--- src/rtl/nibble_serial_pkg.sv ---
// Shared definitions for the nibble-serial adder: FSM state encoding,
// nibble width and the index-width helper.
package nibble_serial_pkg;

    typedef enum logic [1:0] {
        IDLE = 2'd0,
        RUN  = 2'd1,
        DONE = 2'd2
    } state_t;

    localparam int NIBBLE_W = 4;

    // Bits needed to count n nibble steps; never returns less than 1 so the
    // index register always has at least one bit.
    function automatic int clog2(input int n);
        int r;
        r = 0;
        for (int i = 0; i < 31; i++) begin
            if ((1 << i) < n) begin
                r = i + 1;
            end
        end
        if (r == 0) begin
            r = 1;
        end
        return r;
    endfunction

endpackage

--- src/rtl/nibble_serial_adder_cla_4bit.sv ---
// Four-bit carry-look-ahead adder: the single nibble datapath shared by every
// step of the serial wide add.
module CLA_4bit (
    input  logic [3:0] a,
    input  logic [3:0] b,
    input  logic       cin,
    output logic [3:0] sum,
    output logic       cout
);

    logic [3:0] g;
    logic [3:0] p;
    logic [4:0] c;

    // Bitwise generate/propagate terms.
    assign g = a & b;
    assign p = a ^ b;

    // Look-ahead carries, each expressed directly from g, p and cin.
    assign c[0] = cin;
    assign c[1] = g[0] | (p[0] & cin);
    assign c[2] = g[1] | (p[1] & g[0]) | (p[1] & p[0] & cin);
    assign c[3] = g[2] | (p[2] & g[1]) | (p[2] & p[1] & g[0])
                | (p[2] & p[1] & p[0] & cin);
    assign c[4] = g[3] | (p[3] & g[2]) | (p[3] & p[2] & g[1])
                | (p[3] & p[2] & p[1] & g[0]) | (p[3] & p[2] & p[1] & p[0] & cin);

    // Sum bits and nibble carry-out.
    assign sum  = p ^ c[3:0];
    assign cout = c[4];

endmodule

--- src/rtl/nibble_serial_adder.sv ---
// Multi-cycle WIDTH-bit adder that streams operands one nibble per cycle,
// LSB nibble first, through a single CLA_4bit with a registered carry.
//
// Handshakes: a transfer happens on a rising edge where valid && ready are
// both high. in_ready is high only in IDLE; out_valid is high only in DONE,
// and sum/cout/ovf stay stable until out_ready is seen.
//
// Optional feature: define NIBBLE_SERIAL_ADDER_SUB_EN to add a 'sub' input.
// With sub=1 the latched B is inverted and carry-in forced to 1 (a - b);
// cout=1 then means no borrow.
module nibble_serial_adder
    import nibble_serial_pkg::*;
#(
    parameter  int WIDTH = 16,
    localparam int NIB   = WIDTH / 4
) (
    input  logic             clk,
    input  logic             rst_n,
    input  logic             in_valid,
    output logic             in_ready,
    input  logic [WIDTH-1:0] a,
    input  logic [WIDTH-1:0] b,
    input  logic             cin,
`ifdef NIBBLE_SERIAL_ADDER_SUB_EN
    input  logic             sub,
`endif
    output logic             out_valid,
    input  logic             out_ready,
    output logic [WIDTH-1:0] sum,
    output logic             cout,
    output logic             ovf
);

    localparam int IDX_W = clog2(NIB);
    localparam logic [IDX_W-1:0] LAST_IDX = IDX_W'(NIB - 1);

    state_t           state_q, state_d;
    logic [WIDTH-1:0] a_q, a_d;
    logic [WIDTH-1:0] b_q, b_d;     // effective B (already inverted for subtract)
    logic             carry_q, carry_d;
    logic [IDX_W-1:0] idx_q, idx_d;
    logic [WIDTH-1:0] sum_q, sum_d;
    logic             cout_q, cout_d;
    logic             ovf_q, ovf_d;

    logic [WIDTH-1:0] b_eff;
    logic             cin_eff;
    logic [3:0]       cla_a;
    logic [3:0]       cla_b;
    logic [3:0]       cla_sum;
    logic             cla_cout;

    // Operand conditioning at capture time: subtract is a + ~b + 1.
`ifdef NIBBLE_SERIAL_ADDER_SUB_EN
    assign b_eff   = sub ? ~b : b;
    assign cin_eff = sub ? 1'b1 : cin;
`else
    assign b_eff   = b;
    assign cin_eff = cin;
`endif

    // Select the current nibble of each latched operand.
    assign cla_a = a_q[{idx_q, 2'b00} +: NIBBLE_W];
    assign cla_b = b_q[{idx_q, 2'b00} +: NIBBLE_W];

    CLA_4bit u_cla (
        .a    (cla_a),
        .b    (cla_b),
        .cin  (carry_q),
        .sum  (cla_sum),
        .cout (cla_cout)
    );

    // State register and datapath registers, synchronous active-low reset.
    always_ff @(posedge clk) begin
        if (!rst_n) begin
            state_q <= IDLE;
            a_q     <= '0;
            b_q     <= '0;
            carry_q <= 1'b0;
            idx_q   <= '0;
            sum_q   <= '0;
            cout_q  <= 1'b0;
            ovf_q   <= 1'b0;
        end else begin
            state_q <= state_d;
            a_q     <= a_d;
            b_q     <= b_d;
            carry_q <= carry_d;
            idx_q   <= idx_d;
            sum_q   <= sum_d;
            cout_q  <= cout_d;
            ovf_q   <= ovf_d;
        end
    end

    // Next-state and datapath updates: capture in IDLE, one nibble per RUN
    // cycle, hold in DONE until the consumer takes the result.
    always_comb begin
        state_d = state_q;
        a_d     = a_q;
        b_d     = b_q;
        carry_d = carry_q;
        idx_d   = idx_q;
        sum_d   = sum_q;
        cout_d  = cout_q;
        ovf_d   = ovf_q;
        case (state_q)
            IDLE: begin
                if (in_valid) begin
                    a_d     = a;
                    b_d     = b_eff;
                    carry_d = cin_eff;
                    idx_d   = '0;
                    state_d = RUN;
                end
            end
            RUN: begin
                sum_d[{idx_q, 2'b00} +: NIBBLE_W] = cla_sum;
                carry_d = cla_cout;
                idx_d   = idx_q + 1'b1;
                if (idx_q == LAST_IDX) begin
                    cout_d  = cla_cout;
                    // Same-sign operands producing a different-sign result.
                    // Using the effective B makes this the subtract rule too.
                    ovf_d   = (a_q[WIDTH-1] == b_q[WIDTH-1]) &&
                              (cla_sum[3] != a_q[WIDTH-1]);
                    state_d = DONE;
                end
            end
            DONE: begin
                if (out_ready) begin
                    state_d = IDLE;
                end
            end
            default: begin
                state_d = IDLE;
            end
        endcase
    end

    // Handshake flags decode straight from the state.
    assign in_ready  = (state_q == IDLE);
    assign out_valid = (state_q == DONE);
    assign sum       = sum_q;
    assign cout      = cout_q;
    assign ovf       = ovf_q;

endmodule
--- config.mk ---
export PLATFORM = sky130hd
export DESIGN_NAME = nibble_serial_adder
export DESIGN_NICKNAME = d
export VERILOG_FILES = /design/src/rtl/nibble_serial_pkg.sv /design/src/rtl/nibble_serial_adder_cla_4bit.sv /design/src/rtl/nibble_serial_adder.sv
export SDC_FILE = /design/constraint.sdc
export NUM_CORES = 1
export LEC_CHECK = 0
export BUFFER_PORTS_ARGS = -buffer_cell sky130_fd_sc_hd__buf_4
export CAP_MARGIN = 20
export CORE_UTILIZATION = 55
export DETAILED_ROUTE_END_ITERATION = 6
export PLACE_DENSITY = 0.86
export REMOVE_ABC_BUFFERS = 1
export SETUP_SLACK_MARGIN = 0.5
export SYNTH_ARGS = -nofsm -noshare
export SYNTH_HDL_FRONTEND = slang
export SYNTH_SLANG_ARGS = --single-unit
--- constraint.sdc ---
create_clock -name clk -period 7.2 [get_ports clk]
set_clock_uncertainty 0.1 [all_clocks]
set_input_delay 0.72 -clock clk [delete_from_list [all_inputs] [get_ports clk]]
set_output_delay 0.72 -clock clk [all_outputs]
set_load 0.05 [all_outputs]
### After elaboration in Yosys (flattened, before gate mapping)

Cells that the tools add are included.

| storage, ports and cells | value |
|---|---|
| bits in registers | 55 |
| latch bits | 0 |
| memory bits (writable) | 0 |
| bits in read-only memories | 0 |
| bits of input ports | 37 |
| output and inout port bits | 20 |
| logic and storage cells | 67 |
| memories kept | 0 |

| operators by class | value |
|---|---|
| $add $sub $neg | 2 |
| multiply operators | 0 |
| div/mod/pow operators | 0 |
| $lt $le $gt $ge | 0 |
| equal/unequal tests | 8 |
| shift operators | 4 |
| multiplexer cells | 9 |
| bitwise operators | 29 |
| reductions and logical operators | 7 |

Operators by type and width:

| operator | count |
|---|---|
| indexed part select 16 x 5 -> 4 bit | 2 |
| bitwise AND 1 bit | 16 |
| bitwise mux 16 bit | 1 |
| variable shift 4 x 6 -> 16 bit (first input constant) | 1 |
| indexed part select 4 x 6 -> 16 bit | 1 |
| bitwise OR 1 bit | 10 |
| two-way mux 2 bit | 4 |
| XOR 4 bit | 2 |
| negation 4 -> 6 bit | 1 |
| one-hot mux 2 bit (3 select lines) | 1 |
| AND reduction 2 bit | 3 |
| bitwise AND 4 bit | 1 |
| equality test 2 bit (second input constant) | 2 |
| != test 2 bit (second input constant) | 2 |
| one-hot mux 2 bit (2 select lines) | 1 |
| AND reduction 3 bit | 1 |
| adder 2 x 1 -> 2 bit (second input constant) | 1 |
| equality test 2 x 1 -> 1 bit (second input constant) | 1 |
| logical NOT 2 bit | 1 |
| != test 2 x 1 -> 1 bit (second input constant) | 1 |
| one-hot mux 1 bit (2 select lines) | 1 |
| nonzero test 2 bit | 1 |
| equality test 1 bit | 1 |
| logical AND 1 bit | 1 |
| other kinds (2) | 2 |

### Depth between registers and ports, before layout

Gate-level depths: netlist (run 1).

| depth | value |
|---|---|
| depth after elaboration | 9 |
| gate-level depth with buffers | 7 |
| gate-level depth less buffers | 6 |

### Hierarchy

From an unflattened synthesis (run 1), not the netlist that was laid out.

| unflattened totals | value |
|---|---|
| cell total of the unflattened synthesis | 279 |
| area total of the unflattened synthesis | 2606.2 µm² |

By module, submodules not included:

| module | times used | cells an instance | area each (µm²) | sequential area each (µm²) |
|---|---|---|---|---|
| nibble_serial_adder | 1 | 262 | 2458.6 | 1101.1 |
| CLA_4bit | 1 | 17 | 147.6 | 0.0 |

### Least setup slack after synthesis (run 1)

No wires, ideal clock.

| timing path | value |
|---|---|
| path kind | register to register |
| start point | register idx_q[0] |
| end point | register ovf_q (netlist: ovf) |
| setup time | 0.074 ns |
| arrival time | 2.425 ns |
| required time | 7.026 ns |
| path slack | 4.601 ns |
| cell stages (with the launch flop) | 8 |
| buffers on the path | 1 |
| clock period less this slack | 2.599 ns |
| cells stage by stage | dfxtp_1 buf_4 mux4_2 ha_1 a211oi_1 o21ai_1 a31o_2 a31oi_1 |

| on the way | value |
|---|---|
| word-level cells in the longest chain between the ends | 9 |
| elaborated cells on any way between the ends | 17 |
| those cells by class | eq/ne: 2; shift: 2; bitwise: 11; reduce/logical: 2 |

RTL lines:

| what | RTL line | RTL |
|---|---|---|
| start: declaration | nibble_serial_adder.sv:41 | `logic [IDX_W-1:0] idx_q, idx_d;` |
| start signal: assignment | nibble_serial_adder.sv:90 | `idx_q <= idx_d;` |
| indexed part select 16 x 5 -> 4 bit (on tied branches) | nibble_serial_adder.sv:63, nibble_serial_adder.sv:64 |  |
| XOR 4 bit or bitwise AND 4 bit (tied branches) | nibble_serial_adder_cla_4bit.sv:17, nibble_serial_adder_cla_4bit.sv:16 |  |
| bitwise AND 1 bit (on tied branches) | nibble_serial_adder_cla_4bit.sv:23, nibble_serial_adder_cla_4bit.sv:24 |  |
| bitwise OR 1 bit (tied with other cells) | nibble_serial_adder_cla_4bit.sv:23 | `assign c[3] = g[2] \| (p[2] & g[1]) \| (p[2] & p[1] & g[0])` |
| bitwise OR 1 bit or bitwise AND 1 bit (tied branches) | nibble_serial_adder_cla_4bit.sv:23, nibble_serial_adder_cla_4bit.sv:24 |  |
| bitwise OR 1 bit | nibble_serial_adder_cla_4bit.sv:24 | `\| (p[2] & p[1] & p[0] & cin);` |
| XOR 4 bit | nibble_serial_adder_cla_4bit.sv:29 | `assign sum = p ^ c[3:0];` |
| != test 1 bit | nibble_serial_adder.sv:127 | `(cla_sum[3] != a_q[WIDTH-1]);` |
| logical AND 1 bit | nibble_serial_adder.sv:126 | `ovf_d = (a_q[WIDTH-1] == b_q[WIDTH-1]) &&` |
| end signal: assignment | nibble_serial_adder.sv:93 | `ovf_q <= ovf_d;` |
| end: declaration | nibble_serial_adder.sv:44 | `logic ovf_q, ovf_d;` |

Parallel ways exist; a longest one is shown, timed or not.
A chain may end at the register's enable or synchronous reset.

### Final worst setup path (run 1)

| timing path | value |
|---|---|
| start point | register idx_q[0] |
| end point | register sum_q[10] (netlist: sum[10]) |

| on the way | value |
|---|---|
| word-level cells in the longest chain between the ends | 9 |
| elaborated cells on any way between the ends | 24 |
| those cells by class | add/sub: 1; shift: 4; mux: 1; bitwise: 18 |

RTL lines:

| what | RTL line | RTL |
|---|---|---|
| indexed part select 16 x 5 -> 4 bit (on tied branches) | nibble_serial_adder.sv:63, nibble_serial_adder.sv:64 |  |
| XOR 4 bit or bitwise AND 4 bit (tied branches) | nibble_serial_adder_cla_4bit.sv:17, nibble_serial_adder_cla_4bit.sv:16 |  |
| bitwise AND 1 bit (on tied branches) | nibble_serial_adder_cla_4bit.sv:23, nibble_serial_adder_cla_4bit.sv:24 |  |
| bitwise OR 1 bit (tied with other cells) | nibble_serial_adder_cla_4bit.sv:23 |  |
| bitwise OR 1 bit or bitwise AND 1 bit (tied branches) | nibble_serial_adder_cla_4bit.sv:23, nibble_serial_adder_cla_4bit.sv:24 |  |
| bitwise OR 1 bit | nibble_serial_adder_cla_4bit.sv:24 |  |
| XOR 4 bit | nibble_serial_adder_cla_4bit.sv:29 |  |
| indexed part select 4 x 6 -> 16 bit | nibble_serial_adder.sv:119 | `sum_d[{idx_q, 2'b00} +: NIBBLE_W] = cla_sum;` |
| bitwise mux 16 bit * | nibble_serial_adder.sv:119 |  |
| end signal: assignment | nibble_serial_adder.sv:91 | `sum_q <= sum_d;` |
| end: declaration | nibble_serial_adder.sv:42 | `logic [WIDTH-1:0] sum_q, sum_d;` |

Mark *: on every way between the ends. The rest lies on a longest branch, timed or not.

==> results by group, run 1 <==
Final layout
  • Synth-to-Final Area Change: 18.75%
  • Antenna cell count: 0
  • Final Cell Area: roughly 3200 µm²
  • Fraction of layout cells with a size suffix above 1: 0.2577
  • Final Non-Filler Cells: 380
  • Nets@finish: 374

STA
  • Worst slew pin tran: 1.037 ns
  • Final WS setup: 4.204 ns
  • Tmin final: 2.996 ns
  • RSZ-0062 raised after global routing: false
  • Max Slew Vio Count: 0
  • Endpoints failing setup: 0
  • Slew HR: 0.3071
  • Final hold vios: 0
  • Maximum clock frequency: roughly 0.33 GHz
  • Hold WS: around 0.35 ns
  • Setup_tns: 0 ns
  • Final worst-path cycle share: 0.4162

Synth
  • Synth cell count leaders: 72 x nand2_1, 55 x dfxtp_1, 33 x a21boi_0, 16 x nor2b_1, 11 x ha_1
  • Yosys reg bits: 55
  • FFs w/ async S/R, synth: 0
  • Area leader, netlist: dfxtp_1
  • Post-synthesis sequential area ratio: 0.4114
  • Yosys cell types: 41
  • Post-synth EDFFs: 0
  • Syn Inst Count: 276
  • Synth Flop Type: dfxtp_1
  • Area share of the largest cell type after synthesis: 0.4114
  • Dominant cells by area after synthesis: dfxtp_1 41%, nand2_1 10%, a21boi_0 9.3%
  • Avg Synthesized Cell Area: 9.697 µm²
  • Synth warn: 0
  • Count leader, synth: nand2_1
  • Mapped cell area: 2676 µm²

Global route
  • Largest net degree at the start of global routing: 56
  • GRT overflow: 0
  • Vias in the first global route: 1,978
  • First-pass GRT wire length: 9.170 mm
  • Initial antenna violation count: 0
  • Total Routing Usage GR: 0.2274

Min path
  • Min-delay worst type: reg2reg
  • Hold_sp: sum[7]$_SDFFE_PN0P_
  • Hold Crit Depth: 2

Power
  • Peak VDD IR: 0.0001181 V
  • Cell Pwr Density: roughly 190 nW/µm²
  • Switching Fraction: 0.2734
  • Clock power frac: 0.278
  • Gate power share: 0.166
  • Sequential power share: 0.556
  • Lkg Pwr: 1.337 nW
  • Internal: 0.0004323 W
  • Net Sw Power: 0.0001627 W

Clock network
  • Post-CTS Setup Bufs: 0
  • Worst-path clk slew: 0.10 ns
  • CTS Buf Count: 5
  • TritonCTS Sinks: 55
  • Clock latency on the worst-skew pair: 0.31 ns
  • Post-CTS resize count: 0
  • CTS tree: built
  • Clk root buf: clkbuf_8
  • Clock buffer depth: 2
  • H-tree depth: 2
  • Cts hold-fix bufs: 0

Routing
  • Initial drt markers: roughly 160
  • Vias per inst: 5.508
  • Wire per inst: between 10 and 15 µm
  • DRC: 0
  • Remaining antenna violation count after routing: 0
  • DRT Wirelength: 5.245 mm
  • Drt first pass iters: 4
  • Vias: approximately 2,100

Placement
  • Pre-CTS setup slack: 4.222 ns
  • GPL Wtd Cong: 0.8154
  • Cells after DPL: 372
  • Post-DP HPWL: 3.760 mm
  • IO buf count: 56
  • Placed cell areas: about 3100 µm²

Critical path
  • WS Path Type: reg2reg
  • CP required: 7.31 ns
  • Cell count of the worst reg-to-reg path: 6
  • CP startpoint kind: flop
  • Worst Setup SP: idx_q[0]$_SDFFE_PN0P_
  • Worst R2R Start: idx_q[0]$_SDFFE_PN0P_
  • CP max FO: 16
  • Critical path arrival: 3.10 ns
  • Crit end category: flop

Floorplan
  • Die Footprint: 5149 µm²
  • Die Span X: 71.76 µm
  • # IOs: 57
  • Row Count: 25
  • Starting Density: 0.5704
  • Die Span Y: 71.76 µm
  • Core region area: ~4700 µm²

Run
  • Max-Cap Viols: 0

Outcome
  • Outcome: finished, final reports clean
-- final cells by class --
cell class / count / area [µm²]
repair buffers: 57 / 427.9
well taps: 54 / 67.56
flip-flops and latches: 55 / 1101
clock inverters: 2 / 12.51
clock buffers: 6 / 72.57
inverters: 3 / 11.26
fillers: 383 / 1514
multi-input cells: 203 / 1485
-- power by group through the flow --
stage | clock network, W | registers, W | logic (W)
after detailed placement | 0 | 0.000338 | 0.0000993
after global placement | 0 | 0.000337 | 0.0000968
after floorplan | 0 | 0.000338 | 0.0000611
after CTS | 0.000167 | 0.000331 | 0.0000997
after global routing | 0.000183 | 0.000333 | 0.000110
final | 0.000166 | 0.000331 | 0.0000988
-- kinds of logic after synthesis --
group / after synthesis / synth area share
multiplexers: 8 / 0.06732
AO/OA/AOI/OAI: 68 / 0.1865
XOR/XNOR: 1 / 0.003273
buffers and inverters: 18 / 0.03366
AND/OR/NAND/NOR: 114 / 0.2389
adder cells (fa/ha/maj): 12 / 0.05891
flip-flops: 55 / 0.4114
-- layer usage --
layer / share of wire / GRT usage
met2: 0.50 / 0.3763
met3: 0.045 / 0.05204
met5: 0 / 0
met1: 0.45 / 0.2973
met4: 0.0093 / 0.06972
-- worst max-delay path, cell delays in order, from the launching register on --
cell and delay (ns):
dfxtp_1 0.95, mux4_2 0.65, ha_1 0.37, a21o_1 0.19
a211o_1 0.35, a32oi_1 0.21, nor2b_1 0.07
-- worst paths after layout --
| path | endpoint | slack (ns) |
|---|---|---|
| setup / recovery | sum[10]$_SDFFE_PN0P_ | 4.20 |
| hold reg to reg | sum[7]$_SDFFE_PN0P_ | 0.35 |
| hold / removal | sum[7]$_SDFFE_PN0P_ | 0.35 |
| setup reg to reg | sum[10]$_SDFFE_PN0P_ | 4.20 |
-- stage by stage --
step                        util  power (W)
after floorplan                -  0.0003995
after detailed placement  0.6592  0.0004371
final                     0.6773  0.0005950
after CTS                 0.6773  0.0005973
after global placement    0.6592  0.0004341
after global routing      0.6773  0.0006260
-- layout by cell type (no fill, tap or decap), types with 2 or more instances in the layout --
| cell type | Yosys | routed |
|---|---|---|
| ha_1 | 11 | 11 |
| o21ai_0 | 3 | 3 |
| mux4_2 | 8 | 8 |
| nor2_1 | 6 | 6 |
| nand4_1 | 5 | 5 |
| dfxtp_1 | 55 | 55 |
| a21oi_1 | 3 | 3 |
| a32oi_1 | 4 | 4 |
| nand2_1 | 72 | 72 |
| buf_4 | 5 | 57 |
| nor4b_4 | 2 | 2 |
| a22oi_1 | 8 | 8 |
| a31oi_1 | 2 | 2 |
| clkbuf_8 | 0 | 5 |
| nor2b_1 | 16 | 16 |
| a21boi_0 | 33 | 33 |
| o21a_1 | 3 | 3 |
| inv_1 | 2 | 2 |
| a21o_1 | 2 | 2 |
| nand3b_4 | 3 | 3 |
| a211oi_1 | 2 | 2 |
| a21boi_1 | 4 | 4 |
-- sequential cells by signal, indices dropped and copies added, names as in the netlist --
register  cells
a_q          16
b_q          16
sum          16
idx_q         2
state_q       2
carry_q       1
cout          1
ovf           1
Power figures use the tool's default switching activity.
==> run 2, diff against run 1 <==
--- a/config.mk
+++ b/config.mk
@@ -5,11 +5,12 @@
 export SDC_FILE = /design/constraint.sdc
 export NUM_CORES = 1
 export LEC_CHECK = 0
+export ABC_AREA = 1
 export BUFFER_PORTS_ARGS = -buffer_cell sky130_fd_sc_hd__buf_4
 export CAP_MARGIN = 20
-export CORE_UTILIZATION = 55
+export CORE_UTILIZATION = 48
 export DETAILED_ROUTE_END_ITERATION = 6
-export PLACE_DENSITY = 0.86
+export PLACE_DENSITY = 0.81
 export REMOVE_ABC_BUFFERS = 1
 export SETUP_SLACK_MARGIN = 0.5
 export SYNTH_ARGS = -nofsm -noshare
==> constraint.sdc (replaced) <==
create_clock -name clk -period 2.5 [get_ports clk]
set_clock_uncertainty 0.1 [all_clocks]
set_input_delay 0.25 -clock clk [delete_from_list [all_inputs] [get_ports clk]]
set_output_delay 0.25 -clock clk [all_outputs]
set_load 0.05 [all_outputs]
==> run 2 against run 1 <==
Combinational power rose to 6.3 times the previous value. Die area grew 7.6%. Sequential share of layout area is 1.4 points lower. Largest power group unchanged.
==> results by group, run 2 <==
Synth
  • Synth warn: 0
  • Post-synth EDFFs: 0
  • Post-synthesis sequential area ratio: 0.4374
  • Synth Flop Type: dfxtp_1
  • Avg Synthesized Cell Area: 7.382 µm²
  • Syn Inst Count: 341
  • Area leader, netlist: dfxtp_1
  • Count leader, synth: nor2_1
  • FFs w/ async S/R, synth: 0
  • Synth cell count leaders: 92 x nor2_1, 55 x dfxtp_1, 45 x o21ai_0, 41 x nand2_1, 17 x a21oi_1
  • Yosys reg bits: 55
  • Area share of the largest cell type after synthesis: 0.4374
  • Yosys cell types: 27
  • Dominant cells by area after synthesis: dfxtp_1 44%, nor2_1 14%, o21ai_0 8.9%
  • Mapped cell area: 2517 µm²

Critical path
  • Worst R2R Start: idx_q[0]$_SDFFE_PN0P_
  • CP Cell Sequence: buf_8 > o21ai_2 > o22ai_1 > ha_1 > nand2_1 > nand2_1 > nor2_2 > nand2_1 > nand2_2 > nand2_4 > nand3_1 > nand3_1 > nand2_1 > inv_1
  • Crit end category: flop
  • Worst-path cell with the longest stage delay: dfxtp_4
  • Top Family by Delay on Critical Path: simple AND/OR/NAND/NOR gates
  • Most common cell on crit path: nand2_1
  • Critical path arrival: 2.34 ns
  • CP peak stage delay: between 0.3 and 0.4 ns
  • Worst Setup SP: idx_q[0]$_SDFFE_PN0P_
  • Worst path bufs/invs: 2
  • WS Path Type: reg2reg
  • CP startpoint kind: flop
  • CP required: about 2.6 ns
  • CP max FO: 7

Run
  • Max-Cap Viols: 0

Routing
  • DRT Wirelength: 6.336 mm
  • Vias per inst: 5.337
  • Remaining antenna violation count after routing: 0
  • Vias: 2,487
  • DRC: 0
  • Wire per inst: roughly 14 µm
  • Initial drt markers: between 200 and 250
  • Drt first pass iters: 5

Clock network
  • Clock latency on the worst-skew pair: 0.31 ns
  • Clk root buf: clkbuf_8
  • H-tree depth: 2
  • Worst-path clk slew: roughly 0.10 ns
  • Cts hold-fix bufs: 0
  • TritonCTS Sinks: 55
  • CTS Buf Count: 5
  • CTS tree: built
  • Clock buffer depth: 2

Final layout
  • Synth-to-Final Area Change: 32.01%
  • Commonest cells after routing, fill and taps aside: 83 x nor2_1, 63 x buf_4, 53 x dfxtp_1
  • Most common cell after layout, fill and taps aside: nor2_1
  • Nets@finish: 447
  • Fraction of layout cells with a size suffix above 1: 0.3108
  • Antenna cell count: 0
  • Fillers: about 420

Global route
  • Initial antenna violation count: 0
  • Largest net degree at the start of global routing: 37
  • GRT overflow: 0
  • Vias in the first global route: 2,159
  • First-pass GRT wire length: roughly 9.4 mm
  • Total Routing Usage GR: 0.2208

Power
  • Lkg Pwr: 1.425 nW
  • Peak VDD IR: 0.0003530 V
  • Net Sw Power: 0.0006857 W
  • Gate power share: 0.300
  • Sequential power share: 0.471
  • Internal: roughly 0.0014 W
  • Switching Fraction: 0.3316
  • Cell Pwr Density: between 600 and 700 nW/µm²
  • Clock power frac: 0.230
  • Final Power: 0.002068 W

Outcome
  • Outcome: finished, final reports clean

Placement
  • IO buf count: 56
  • GPL Wtd Cong: 0.8734
  • Post-DP HPWL: 3.945 mm

Floorplan
  • # IOs: 57
  • Core region area: 4880 µm²
  • Row Count: 25
  • Starting Density: 0.5159
  • Die Footprint: roughly 5500 µm²
  • Die Span X: 74.42 µm
  • Die Span Y: between 70 and 80 µm

STA
  • Worst slew pin tran: 0.6305 ns
  • Final hold vios: 0
  • Max Slew Vio Count: 0
  • Final worst-path cycle share: 0.8908
  • RSZ-0062 raised after global routing: true
  • Slew HR: 0.5792
  • Tmin final: 2.227 ns
  • Hold WS: 0.07401 ns
  • Endpoints failing setup: 0
  • Maximum clock frequency: 0.4490 GHz

Min path
  • Min-delay worst type: in2reg
  • Hold_sp: b[4]
-- run 2: cell types whose count changed after synthesis, moves of 14 or more --
cell,before,now
o21ai_0,3,45
nor2_1,6,92
nor2b_1,16,0
a21oi_1,3,17
a21boi_0,33,0
nand2_1,72,41
inv_1,2,16
-- run 2: tightest hold or removal path, cell delays in order --
cell and delay, ns:
buf_4 0.07, o21ai_1 0.05, nor2_1 0.07
-- run 2: path summary, 6_finish.rpt --
check	end	slack, ns	cells after the start
setup / recovery	ovf$_SDFFE_PN0P_	0.27	14
setup reg to reg	ovf$_SDFFE_PN0P_	0.27	14
hold / removal	b_q[4]$_SDFFE_PN0P_	0.07	3
hold reg to reg	sum[12]$_SDFFE_PN0P_	0.37	2
-- run 2: logic make-up after synthesis --
logic type                 count (synthesis)  synth area share
buffers and inverters                     35           0.05616
AOI/OAI and AO/OA                         81            0.1705
DFF                                       55            0.4374
xor gates and xnor gates                   2          0.006960
adders and majority gates                 12           0.06262
and+or+nand+nor                          156            0.2664
-- run 2: power by group through the flow --
stage	combinational, W	sequential (W)	clock (W)
after floorplan	0.000269	0.00100	0
after global placement	0.000422	0.000982	0
after detailed placement	0.000434	0.000984	0
after CTS	0.000482	0.000967	0.000478
after global routing	0.000678	0.000978	0.000509
final	0.000619	0.000973	0.000475
-- run 2: what timing repair did --
action | in CTS | in global routing
pin swaps | 4 | 14
setup buffers | 2 | 3
hold endpoints to repair | 0 | 0
setup endpoints to repair | 18 | 17
gates resized for setup | 21 | 43
cloned | 1 | 0
-- run 2: layout make-up --
type / instances / area [µm²] / area share
Multi-Input combinational cell: 251 / 1454 / 0.4375
Sequential cell: 55 / 1106 / 0.3328
Tap cell: 67 / 83.83 / 0.02523
Inverter: 18 / 70.07 / 0.02108
Clock buffer: 5 / 68.82 / 0.02071
Timing Repair Buffer: 67 / 525.5 / 0.1581
Clock inverter: 3 / 15.01 / 0.004518
-- run 2: routing by layer --
layer / global-route usage / share of wire / vias to the layer above / wire length (µm)
met5: 0 / 0 / - / 0
met4: 0.09015 / 0.036 / 0 / 228
met3: 0.03659 / 0.055 / 27 / 346
met2: 0.3974 / 0.51 / 108 / 3210
met1: 0.2592 / 0.40 / 1126 / 2550
li1: - / - / 1226 / -
-- run 2: per-stage QoR --
stage / setup TNS, ns / utilization / setup WS (ns) / instance area (µm²) / instances
3_5_place_dp: 0 / 0.6118 / 0.2256 / 2985 / 452
2_1_floorplan: -1.162 / - / -0.1596 / 2444 / 324
5_1_grt: 0 / 0.6810 / 0.1502 / 3323 / 466
3_3_place_gp: 0 / 0.6118 / 0.3098 / 2985 / 452
6_report: 0 / 0.6810 / 0.2730 / 3323 / 466
4_1_cts: 0 / 0.6438 / 0.4057 / 3142 / 463
